## src/rtl/deserializer.sv

```systemverilog
// Serial-to-parallel receiver: hunts for SYNC_WORD on an MSB-first bit stream,
// then delivers each following WIDTH-bit word with a one-cycle valid strobe.
module deserializer #(
   parameter int                 WIDTH     = 8,
   parameter logic [WIDTH-1:0]   SYNC_WORD = WIDTH'(8'hA5)
) (
   input  logic             t_clk,
   input  logic             rst_n,
   input  logic             data_in,
   input  logic             resync,
   input  logic             bit_slip,
   output logic [WIDTH-1:0] data_out,
   output logic             data_valid,
   output logic             locked,
   output logic [7:0]       word_cnt
);

   localparam int            BW   = $clog2(WIDTH);
   localparam logic [BW-1:0] LAST = BW'(WIDTH - 1);

   typedef enum logic {
      HUNT,
      LOCKED
   } state_t;

   state_t           state, state_nxt;
   logic [WIDTH-1:0] sr;
   logic [WIDTH-1:0] nxt;
   logic [BW-1:0]    bit_cnt, bit_cnt_nxt;
   logic [WIDTH-1:0] data_out_nxt;
   logic             data_valid_nxt;
   logic [7:0]       word_cnt_nxt;

   assign nxt    = {sr[WIDTH-2:0], data_in};
   assign locked = (state == LOCKED);

   // NOTE: every signal gets a default before the case so no path leaves it
   // unassigned; otherwise synthesis infers a latch to hold the old value.
   always_comb begin
      state_nxt      = state;
      bit_cnt_nxt    = bit_cnt;
      data_out_nxt   = data_out;
      data_valid_nxt = 1'b0;
      word_cnt_nxt   = word_cnt;

      // resync wins over lock detection, slip and word completion alike
      if (resync) begin
         state_nxt   = HUNT;
         bit_cnt_nxt = '0;
      end else begin
         case (state)
            HUNT: begin
               bit_cnt_nxt = '0;
               if (nxt == SYNC_WORD) begin
                  state_nxt    = LOCKED;
                  word_cnt_nxt = 8'd0;
               end
            end
            LOCKED: begin
               if (bit_slip) begin
                  bit_cnt_nxt = bit_cnt;
               end else if (bit_cnt == LAST) begin
                  data_out_nxt   = nxt;
                  data_valid_nxt = 1'b1;
                  word_cnt_nxt   = word_cnt + 8'd1;
                  bit_cnt_nxt    = '0;
               end else begin
                  bit_cnt_nxt = bit_cnt + BW'(1);
               end
            end
            default: begin
               state_nxt   = HUNT;
               bit_cnt_nxt = '0;
            end
         endcase
      end
   end

   // NOTE: sequential state uses non-blocking assignments so every register
   // samples the pre-edge values, independent of statement order.
   always_ff @(posedge t_clk or negedge rst_n) begin
      if (!rst_n) begin
         state      <= HUNT;
         sr         <= '0;
         bit_cnt    <= '0;
         data_out   <= '0;
         data_valid <= 1'b0;
         word_cnt   <= 8'd0;
      end else begin
         state      <= state_nxt;
         sr         <= nxt;
         bit_cnt    <= bit_cnt_nxt;
         data_out   <= data_out_nxt;
         data_valid <= data_valid_nxt;
         word_cnt   <= word_cnt_nxt;
      end
   end

endmodule

```

## config.mk

```make
export PLATFORM = sky130hd
export DESIGN_NAME = deserializer
export DESIGN_NICKNAME = d
export VERILOG_FILES = /design/src/rtl/deserializer.sv
export SDC_FILE = /design/constraint.sdc
export NUM_CORES = 1
export LEC_CHECK = 0
export ABC_AREA = 1
export CORE_AREA = 2 2 76 78
export DETAILED_ROUTE_END_ITERATION = 16
export DIE_AREA = 0 0 78 80
export REMOVE_ABC_BUFFERS = 1
export SLEW_MARGIN = 5
export SYNTH_ARGS = -nofsm -noshare
export SYNTH_HDL_FRONTEND = slang
export SYNTH_SLANG_ARGS = --single-unit
```

## constraint.sdc

```tcl
create_clock -name t_clk -period 1.4 [get_ports t_clk]
set_clock_uncertainty 0.05 [all_clocks]
set_input_delay 0.28 -clock t_clk [delete_from_list [all_inputs] [get_ports t_clk]]
set_output_delay 0.28 -clock t_clk [all_outputs]
set_load 0.05 [all_outputs]
```

==> results.md <==
* Status: completed
* Placed cell area at 0.001896 mm²
* # IOs at 23
* Fillers at between 500 and 600
* Max-slew violations at 0
* PortBufs at 22
* Final period utilization at between 90% and 100%
* Worst r2r dst: word_cnt[6]
* Final Wtd Congestion at around 0.84
* Reg2Reg Depth at 8
* Share of layout cells above drive strength 1 at between 30% and 40%
* Grt ovf at 0
* Worst skew pair latency at between 0.2 and 0.3 ns
* Clk buf depth at 2
* Vias/cell at between 4 and 5
* CP Max Fanout at 3
* Dpl hpwl at around 2.0 mm
* Starting Density at 24.12%
* Area Growth Syn to Fin at 56.33%
* Setup CP Type: reg2reg
* Max H-tree Level at 1
* Leak at roughly 0.94 nW
* Fin crit period at 1.375 ns
* Crit path launch type: flop
* Maximum VDD drop at roughly 0.39 mV
* RSZ-0062 raised after global routing: true
* Initial drt markers at between 50 and 60
* Cell variety after synth at 20
* CP endpoint kind: flop
* CTS Root Buffer Type: clkbuf_8
* Nets at just under 200
* Largest net degree at the start of global routing at 29
* Die footprint at about 0.0062 mm²
* Vert. Die Dim at around 80 µm
* Worst slew pin tran at approximately 0.23 ns
* Worst reg2reg path startpoint: bit_cnt[1]
* Final instance area at just over 0.002 mm²
* Worst EP required at roughly 1.6 ns
* Commonest cells after routing, fill and taps aside: 43 x nand2_1, 27 x dfrtp_1, 21 x buf_12, 16 x inv_1, 13 x nor2_1
* Avg Cell Area, Syn at between 8 and 9 µm²
* Cell area after synthesis at 0.001304 mm²
* Antenna-violating nets left at 0
* Final setup viols at 0
* Hold WS at ~0.31 ns
* Initial antenna violation count at 0
* TritonRoute pass-1 iters at 4
* Clock Pin Slew Worst Setup and Hold Paths at around 0.090 ns
* Vias at 1041
* Yosys reg bits at 28
* Clock sinks at 28
* Register area share after synthesis at between 50% and 60%
* Fmax at ~0.73 GHz
* Slew HR at a little over four fifths
* Total core area at between 0.005 and 0.006 mm²
* Gr usage total at between 9 and 10%
* Avg WL per Cell at roughly 10 µm
* N_diodes at 0
* Pwr/cell area at around 640 mW/mm²
* Fin. Hold Viols at 0
* TritonCTS clock tree: done
* Final wirelength at between 2 and 3 mm
* Synth Instances at 147
* Global-route wire length before repair at roughly 4.6 mm
* Rows at 27
* Vias in the first global route at 1056
* CTS Buf Count at 3
* Die Width at about 80 µm
* Commonest non-fill, non-tap cell in the layout: nand2_1
* Syn. warnings at 0
* Drt drc at 0
* Max-cap violations at 0
* CP Data Arrival Time at 1.54 ns
* Worst hold path type: in2async
* Reg-to-reg slack, setup at approximately 0.025 ns
[state kept, by name, summed over array words and instances (netlist names)]
name	count
data_valid	1
data_out	8
word_cnt	8
sr	7
locked	1
bit_cnt	3
[metrics by stage]
stage          setup TNS (ns)  std cells  setup slack [ns]  total power, W  utilization [%]
4_1_cts                     0        254           0.02806        0.001330            36.11
5_1_grt               -0.1952        257          -0.05880        0.001371            37.71
3_3_place_gp           -2.157        250           -0.1821       0.0009016            35.07
3_5_place_dp           -2.405        250           -0.2345       0.0009031            35.07
2_1_floorplan          -4.663        145           -0.3101       0.0008546                -
6_report                    0        257           0.02528        0.001300            37.71
[cells by family (layout without fill, tap and decap cells)]
| family | Yosys count | in the layout | synth area share, % |
|---|---|---|---|
| buffers and inverters | 22 | 60 | 7.390 |
| and+or+nand+nor | 78 | 78 | 26.39 |
| DFF | 28 | 28 | 53.74 |
| adders and majority gates | 4 | 4 | 3.839 |
| AOI/OAI and AO/OA | 15 | 15 | 8.637 |
[cell type report]
type	instances	area, µm²	area share [%]
Clock buffer	3	41.29	2.026
Tap cell	72	90.09	4.420
Multi-Input combinational cell	97	573.1	28.12
Inverter	20	77.57	3.806
Sequential cell	28	701.9	34.44
Timing Repair Buffer	37	554.3	27.19
[cells in the mapped netlist]
cell type	count	area (µm²)
a21oi_1	4	20.02
buf_6	1	11.26
nor2_2	1	6.260
buf_4	1	7.510
inv_1	19	71.32
nand3_1	9	45.04
nand2_1	47	176.4
nand2_2	2	12.51
nand4_1	1	6.260
o21ai_0	3	15.01
nand3b_1	1	7.510
inv_4	1	6.260
o21ai_4	1	16.27
nor3_2	1	10.01
nor2_1	13	48.80
ha_1	4	50.05
o21ai_2	7	61.31
dfrtp_1	28	700.7
nand3_2	2	20.02
nand2_4	1	11.26
[layer usage]
| layer | vias up | routed length [µm] | part of all wire (%) | track usage [%] |
|---|---|---|---|---|
| li1 | 542 | - | - | - |
| met1 | 484 | 1307 | 50 | 12.05 |
| met2 | 13 | 1205 | 46 | 14.91 |
| met3 | 2 | 87 | 3.3 | 1.810 |
| met4 | 0 | 23 | 0.88 | 3.684 |
| met5 | - | 0 | 0 | 0 |
[where the power goes]
part | internal (W) | switching (W)
logic | 0.0000254 | 0.0000357
registers | 0.000818 | 0.00000563
clock network | 0.000192 | 0.000222
total | 0.00104 | 0.000264
[timing repair]
action,CTS,global route
setup buffers,1,3
gates resized for setup,4,15
endpoints found under the hold margin,0,0
hold buffers,0,0
pin swaps,0,8
endpoints found under the setup margin,10,10
[worst max path at each step]
stage                           from           to  slack [ns]
final                     bit_cnt[1]  word_cnt[6]        0.03
after CTS                 bit_cnt[0]  word_cnt[6]        0.03
after detailed placement     data_in  word_cnt[6]       -0.23
after floorplan               locked  data_out[0]       -0.31
after global routing      bit_cnt[1]  word_cnt[6]       -0.06
after global placement       data_in  word_cnt[6]       -0.18
[critical path, cell delays in order, from the launching register on]
cell and delay [ns]:
dfrtp_1 0.40, ha_4 0.17, ha_4 0.12, inv_2 0.04, o21ai_4 0.20, inv_2 0.06
a21oi_4 0.13, nand2_1 0.07, nand2_1 0.07
Note: power is estimated with default switching activity, not from simulation.
